**config.mk**
```make
export PLATFORM = sky130hd
export DESIGN_NAME = me_search_sched
export DESIGN_NICKNAME = d
export VERILOG_FILES = /design/src/rtl/me_search_sched.sv
export SDC_FILE = /design/constraint.sdc
export NUM_CORES = 1
export LEC_CHECK = 0
export ABC_AREA = 1
export ABC_CLOCK_PERIOD_IN_PS = 2400
export BUFFER_PORTS_ARGS = -buffer_cell sky130_fd_sc_hd__buf_4
export CORE_ASPECT_RATIO = 0.75
export CORE_MARGIN = 2
export CORE_UTILIZATION = 55
export DETAILED_ROUTE_END_ITERATION = 10
export GPL_TIMING_DRIVEN = 0
export PLACE_DENSITY = 0.78
export SYNTH_ARGS = -nofsm -noshare
export SYNTH_HDL_FRONTEND = slang
export SYNTH_SLANG_ARGS = --single-unit
export TNS_END_PERCENT = 1
```
**constraint.sdc**
```tcl
create_clock -name clk -period 2.4 [get_ports clk]
set_input_delay 0.6 -clock clk [delete_from_list [all_inputs] [get_ports clk]]
set_output_delay 0.6 -clock clk [all_outputs]
set_load 0.02 [all_outputs]
```
**src/rtl/me_search_sched.sv**
```systemverilog
`default_nettype none
// +--------------------------------------------------------------------------+
// | me_search_sched : motion-estimation block search scheduler, tracks the    |
// | minimum candidate SAD and its motion vector.        Revision 1.0          |
// +--------------------------------------------------------------------------+
module me_search_sched #(
  parameter int NUM_ROWS  = 64,
  parameter int NUM_COLS  = 64,
  parameter int CUR_BEATS = 16
) (
  input  logic        clk,
  input  logic        rst,
  input  logic        start,
  input  logic        abort,
  input  logic        sad_valid,
  input  logic [17:0] sad32x32,
  output logic        busy,
  output logic        cur_load_en,
  output logic [3:0]  cur_rd_addr,
  output logic        begin_prepare,
  output logic [5:0]  search_row_count,
  output logic [5:0]  search_column_count,
  output logic        done,
  output logic [17:0] best_sad,
  output logic [6:0]  best_mv_x,
  output logic [6:0]  best_mv_y
);

  localparam logic [3:0] c_addr_last = 4'(CUR_BEATS - 1);
  localparam logic [5:0] c_row_last  = 6'(NUM_ROWS - 1);
  localparam logic [5:0] c_col_last  = 6'(NUM_COLS - 1);
  localparam logic [6:0] c_row_half  = 7'(NUM_ROWS / 2);
  localparam logic [6:0] c_col_half  = 7'(NUM_COLS / 2);

  typedef enum logic [2:0] {
    S_IDLE     = 3'd0,
    S_LOAD_CUR = 3'd1,
    S_PREP     = 3'd2,
    S_SEARCH   = 3'd3,
    S_FINISH   = 3'd4
  } state_t;

  state_t      state_q, state_d;
  logic        busy_q, busy_d;
  logic        cur_load_en_q, cur_load_en_d;
  logic        begin_prepare_q, begin_prepare_d;
  logic        done_q, done_d;
  logic [3:0]  addr_q, addr_d;
  logic [5:0]  row_q, row_d;
  logic [5:0]  col_q, col_d;
  logic [17:0] min_sad_q, min_sad_d;
  logic [6:0]  min_mv_x_q, min_mv_x_d;
  logic [6:0]  min_mv_y_q, min_mv_y_d;
  logic        first_q, first_d;
  logic [17:0] best_sad_q, best_sad_d;
  logic [6:0]  best_mv_x_q, best_mv_x_d;
  logic [6:0]  best_mv_y_q, best_mv_y_d;

  logic [6:0]  w_cand_mv_x;
  logic [6:0]  w_cand_mv_y;
  logic        w_take;

  assign w_cand_mv_x = {1'b0, col_q} - c_col_half;
  assign w_cand_mv_y = {1'b0, row_q} - c_row_half;
  // first_q lets the opening candidate win even when its SAD equals the all-ones seed
  assign w_take      = first_q || (sad32x32 < min_sad_q);

  always_comb begin
    state_d     = state_q;
    addr_d      = addr_q;
    row_d       = row_q;
    col_d       = col_q;
    min_sad_d   = min_sad_q;
    min_mv_x_d  = min_mv_x_q;
    min_mv_y_d  = min_mv_y_q;
    first_d     = first_q;
    best_sad_d  = best_sad_q;
    best_mv_x_d = best_mv_x_q;
    best_mv_y_d = best_mv_y_q;

    case (state_q)
      S_IDLE: begin
        if (start && !abort) begin
          state_d   = S_LOAD_CUR;
          addr_d    = 4'd0;
          row_d     = 6'd0;
          col_d     = 6'd0;
          min_sad_d = '1;
          first_d   = 1'b1;
        end
      end
      S_LOAD_CUR: begin
        if (addr_q == c_addr_last) begin
          state_d = S_PREP;
        end else begin
          addr_d = addr_q + 4'd1;
        end
      end
      S_PREP: state_d = S_SEARCH;
      S_SEARCH: begin
        if (sad_valid) begin
          first_d = 1'b0;
          if (w_take) begin
            min_sad_d  = sad32x32;
            min_mv_x_d = w_cand_mv_x;
            min_mv_y_d = w_cand_mv_y;
          end
          if (col_q == c_col_last) begin
            col_d = 6'd0;
            if (row_q == c_row_last) begin
              // Publish on the edge that raises done, folding in this final candidate
              state_d     = S_FINISH;
              best_sad_d  = w_take ? sad32x32    : min_sad_q;
              best_mv_x_d = w_take ? w_cand_mv_x : min_mv_x_q;
              best_mv_y_d = w_take ? w_cand_mv_y : min_mv_y_q;
            end else begin
              row_d   = row_q + 6'd1;
              state_d = S_PREP;
            end
          end else begin
            col_d = col_q + 6'd1;
          end
        end
      end
      S_FINISH: state_d = S_IDLE;
      default:  state_d = S_IDLE;
    endcase

    if (abort && (state_q != S_IDLE)) begin
      state_d     = S_IDLE;
      best_sad_d  = best_sad_q;
      best_mv_x_d = best_mv_x_q;
      best_mv_y_d = best_mv_y_q;
    end

    busy_d          = (state_d != S_IDLE);
    cur_load_en_d   = (state_d == S_LOAD_CUR);
    begin_prepare_d = (state_d == S_PREP);
    done_d          = (state_d == S_FINISH);
  end

  always_ff @(posedge clk) begin
    if (rst) begin
      state_q         <= S_IDLE;
      busy_q          <= 1'b0;
      cur_load_en_q   <= 1'b0;
      begin_prepare_q <= 1'b0;
      done_q          <= 1'b0;
      addr_q          <= 4'd0;
      row_q           <= 6'd0;
      col_q           <= 6'd0;
      min_sad_q       <= '1;
      min_mv_x_q      <= 7'd0;
      min_mv_y_q      <= 7'd0;
      first_q         <= 1'b0;
      best_sad_q      <= 18'd0;
      best_mv_x_q     <= 7'd0;
      best_mv_y_q     <= 7'd0;
    end else begin
      state_q         <= state_d;
      busy_q          <= busy_d;
      cur_load_en_q   <= cur_load_en_d;
      begin_prepare_q <= begin_prepare_d;
      done_q          <= done_d;
      addr_q          <= addr_d;
      row_q           <= row_d;
      col_q           <= col_d;
      min_sad_q       <= min_sad_d;
      min_mv_x_q      <= min_mv_x_d;
      min_mv_y_q      <= min_mv_y_d;
      first_q         <= first_d;
      best_sad_q      <= best_sad_d;
      best_mv_x_q     <= best_mv_x_d;
      best_mv_y_q     <= best_mv_y_d;
    end
  end

  assign busy                = busy_q;
  assign cur_load_en         = cur_load_en_q;
  assign cur_rd_addr         = addr_q;
  assign begin_prepare       = begin_prepare_q;
  assign search_row_count    = row_q;
  assign search_column_count = col_q;
  assign done                = done_q;
  assign best_sad            = best_sad_q;
  assign best_mv_x           = best_mv_x_q;
  assign best_mv_y           = best_mv_y_q;

endmodule
`default_nettype wire

```
==> impl_metrics.tcl <==
set metrics [dict create \
    numPlacedInstances 860 \
    irDropWorstVdd_uv 414 \
    setup.worst_path.start_class "flop" \
    setup_viol_count_final 0 \
    cts_root_buffer "sky130_fd_sc_hd__clkbuf_16" \
    post_cts_repair_timing_setup_buffer_count 0 \
    iteration_count_of_the_initial_detailed_routing_pass 5 \
    drc 0 \
    timing.critical_path.to_type "flop" \
    fmax_mhz 447 \
    finalHoldViolCount 0 \
    whs_path_depth 2 \
    count_of_buffers_from_port_buffering 73 \
    synth_largest_type_area_fraction_pct 37.3 \
    routabilityCongestion 0.902 \
    synth-compound-area-share_pct 8.24 \
    route.detailed.vias_per_inst 5.20 \
    dieArea_mm2 0.00935 \
    multi_input_area_mm2 0.00238 \
    cap_violations 0 \
    worstHoldStart "first_q" \
    routed_wl_mm 11.7 \
    post_synth_xor_xnor_area_pct 0 \
    cts_max_level 3 \
    slew_headroom_pct 61.7 \
    synth_warnings 0 \
    worstMarginPinSlew_ns 0.574 \
    io-pin-count 75 \
    final_nets 806 \
    hold_class "flop to flop" \
    worstPathArrival_ns 2.48 \
    syn-num-nets 722 \
    ff_latch_area_mm2 0.00176 \
    post_synth_instance_area_mm2 0.00472 \
    postCtsResizedCells 0 \
    overflow 0 \
    global_route_wire_length_before_repair_mm 19.6 \
    synth.avg_cell_area_um2 6.96 \
    layout.cells.non_filler 876 \
    fin_total_pwr_mw 3.05 \
    hpwl_mm 8.70 \
    worst_r2r_startpoint "min_sad_q[17]" \
    cp_data_required_time_ns 2.64 \
    wire_per_inst_um 13.4 \
    power_per_cell_area_mw_per_mm2 538 \
    rr_endpoint "best_mv_y[5]" \
    die_w_um 111 \
    synth_simple_gate_area_share_pct 36.9 \
    setup_repair_after_global_routing_missed_its_margin "false" \
    synth.area.mux_share_pct 0 \
    period_minus_slack_ns 2.24 \
    syn-instance-count 679 \
    floorplan.initialDensity_pct 56.4 \
    rr_worst_depth 14 \
    clockBufferDepth 2 \
    placement_rows 29 \
    post_route_cells_drive_above_1_share_pct 23.0 \
    clock_sinks 88 \
    path_class "flop to flop" \
    synth_fa_ha_area_share_pct 5.30 \
    finish.utilization_pct 67.7 \
    initialDrtViolationCount 248 \
    synth_top_family_by_area "simple AND/OR/NAND/NOR gates" \
    cts_buffers 9 \
    syn_to_final_growth_pct 20.2 \
    fillers 720 \
    fp.dieH_um 84.3 \
    ant_nets 0 \
    regToRegSetupSlack_ns 0.16 \
    synth.lib_cells_used.distinct 31 \
    synth.area.top_cells "sky130_fd_sc_hd__dfxtp_1 37%, sky130_fd_sc_hd__nand2_1 14%, sky130_fd_sc_hd__nand3_1 9.4%" \
    initial_antenna_violation_count 0 \
    cellLeakagePower_nw 2.99 \
    synth-seq-cells 88 \
    number_of_global_route_vias_before_repair 4240 \
    clock_skew_ns 0.00810 \
    clkTransAtPathRegs_ns 0.06 \
    antenna-diode-count 0 \
    yosys.area.top_type "sky130_fd_sc_hd__dfxtp_1" \
    layout_worst_path_cycle_share_pct 93.2 \
    path_max_fanout 10 \
    slew_violations 0 \
    worstSkewPairLatency_ns 0.34 \
    cts_tree "built" \
    hold-path-endpoint "first_q" \
    core_region_area_mm2 0.00838 \
    synth-seq-area-share_pct 37.3 \
    hold_buffers 0 \
    grt_start_max_net_pins 14 \
    global_route.usage.total_pct 25.8 \
    num_vias 4552 \
    status "finished, final reports clean" \
]
-- layout make-up --
class	count	area share, %
Sequential cell	88	31.0
Tap cell	108	2.38
Clock inverter	3	0.309
Inverter	100	6.70
Timing Repair Buffer	73	9.65
Clock buffer	13	4.41
Buffer	29	3.53
Multi-Input combinational cell	462	42.0
-- routing by layer --
metal	GRT usage, %	vias to the layer above	routed length (um)
met5	0	-	0
met4	7.84	0	217
met3	6.14	21	762
met2	43.4	146	5300
met1	33.2	2081	5450
li1	-	2304	-
-- worst max path at each step --
| stage | from | slack [ns] | endpoint |
|---|---|---|---|
| final | min_sad_q[17] | 0.16 | best_mv_y[5] |
| after global routing | min_sad_q[17] | 0.004 | best_mv_y[5] |
| after CTS | min_sad_q[17] | 0.21 | best_mv_y[5] |
| after detailed placement | sad32x32[17] | -0.07 | best_mv_y[5] |
| after global placement | sad32x32[17] | -0.05 | best_mv_y[5] |
| after floorplan | sad32x32[17] | 0.43 | min_mv_y_q[6] |
-- synthesized netlist by cell type --
library cell and instances:
sky130_fd_sc_hd__nand2_1 179, sky130_fd_sc_hd__nor2_2 58, sky130_fd_sc_hd__nor2_4 2, sky130_fd_sc_hd__and3_1 2, sky130_fd_sc_hd__nand4_4 1, sky130_fd_sc_hd__o21a_1 14, sky130_fd_sc_hd__nor3_2 1, sky130_fd_sc_hd__nand3b_1 1
sky130_fd_sc_hd__o21ai_0 13, sky130_fd_sc_hd__inv_2 3, sky130_fd_sc_hd__inv_1 96, sky130_fd_sc_hd__a41oi_1 1, sky130_fd_sc_hd__nor4_1 1, sky130_fd_sc_hd__ha_1 20, sky130_fd_sc_hd__or2_2 1, sky130_fd_sc_hd__dfxtp_1 88
sky130_fd_sc_hd__o211a_1 2, sky130_fd_sc_hd__nor2_1 29, sky130_fd_sc_hd__nand2_2 2, sky130_fd_sc_hd__a31oi_1 2, sky130_fd_sc_hd__buf_2 14, sky130_fd_sc_hd__buf_12 3, sky130_fd_sc_hd__buf_6 3, sky130_fd_sc_hd__nand3_1 89
sky130_fd_sc_hd__nand3_2 2, sky130_fd_sc_hd__inv_6 1, sky130_fd_sc_hd__a21oi_1 34, sky130_fd_sc_hd__nand4_1 1, sky130_fd_sc_hd__a21o_1 1, sky130_fd_sc_hd__nor3_1 6, sky130_fd_sc_hd__clkbuf_1 9
-- power by group --
group	internal, mW	switching [mW]	total (mW)
Sequential	1.48	0.0159	1.49
Clock	0.727	0.554	1.28
Combinational	0.0945	0.183	0.278
Total	2.30	0.753	3.05
-- sequential cells by signal (all words and copies together) (netlist names), 3 cells and up --
register             flops
cur_rd_addr              4
best_mv_y                7
search_column_count      6
state_q                  3
min_mv_x_q               7
search_row_count         6
best_mv_x                7
best_sad                18
min_mv_y_q               7
min_sad_q               18
-- cells in the final DEF, fill, tap and decap left out, types with 2 or more instances in the layout --
master                      count
sky130_fd_sc_hd__a21oi_1       34
sky130_fd_sc_hd__a31oi_1        2
sky130_fd_sc_hd__and3_1         2
sky130_fd_sc_hd__buf_12         3
sky130_fd_sc_hd__buf_2         13
sky130_fd_sc_hd__buf_4         73
sky130_fd_sc_hd__buf_6          3
sky130_fd_sc_hd__clkbuf_1      12
sky130_fd_sc_hd__clkbuf_16      9
sky130_fd_sc_hd__clkinv_2       2
sky130_fd_sc_hd__dfxtp_1       88
sky130_fd_sc_hd__ha_1          20
sky130_fd_sc_hd__inv_1         96
sky130_fd_sc_hd__inv_2          3
sky130_fd_sc_hd__nand2_1      179
sky130_fd_sc_hd__nand2_2        2
sky130_fd_sc_hd__nand3_1       89
sky130_fd_sc_hd__nand3_2        2
sky130_fd_sc_hd__nor2_1        29
sky130_fd_sc_hd__nor2_2        58
sky130_fd_sc_hd__nor2_4         2
sky130_fd_sc_hd__nor3_1         6
sky130_fd_sc_hd__o211a_1        2
sky130_fd_sc_hd__o21a_1        14
sky130_fd_sc_hd__o21ai_0       13
-- kinds of logic after synthesis --
group                      Yosys count
AOI/OAI and AO/OA                   67
adders and majority gates           20
buffers and inverters              129
DFF                                 88
and+or+nand+nor                    375
-- worst max-delay path: stages, from the launching register on --
cell and delay [ns]:
sky130_fd_sc_hd__dfxtp_1 0.36, sky130_fd_sc_hd__inv_1 0.05, sky130_fd_sc_hd__ha_1 0.28, sky130_fd_sc_hd__nand2_1 0.08, sky130_fd_sc_hd__inv_2 0.06, sky130_fd_sc_hd__nand3_1 0.06, sky130_fd_sc_hd__nor2_1 0.19, sky130_fd_sc_hd__nand3b_1 0.12
sky130_fd_sc_hd__nand3_2 0.16, sky130_fd_sc_hd__nand2_1 0.12, sky130_fd_sc_hd__clkbuf_4 0.22, sky130_fd_sc_hd__nand2_1 0.17, sky130_fd_sc_hd__nand3_1 0.13, sky130_fd_sc_hd__nand2_1 0.08, sky130_fd_sc_hd__inv_1 0.04
-- through the flow --
step	setup WS [ns]	hold WS (ns)	setup TNS [ns]	cell area [um2]
final	0.164	0.468	0	5680
after global routing	0.00358	0.498	0	5680
after CTS	0.207	0.473	0	5670
after detailed placement	-0.0713	0.464	-0.273	5410
after global placement	-0.0548	0.456	-0.142	5410
after floorplan	0.434	0.441	0	4720
No activity file was read; power rests on OpenSTA's default activity.
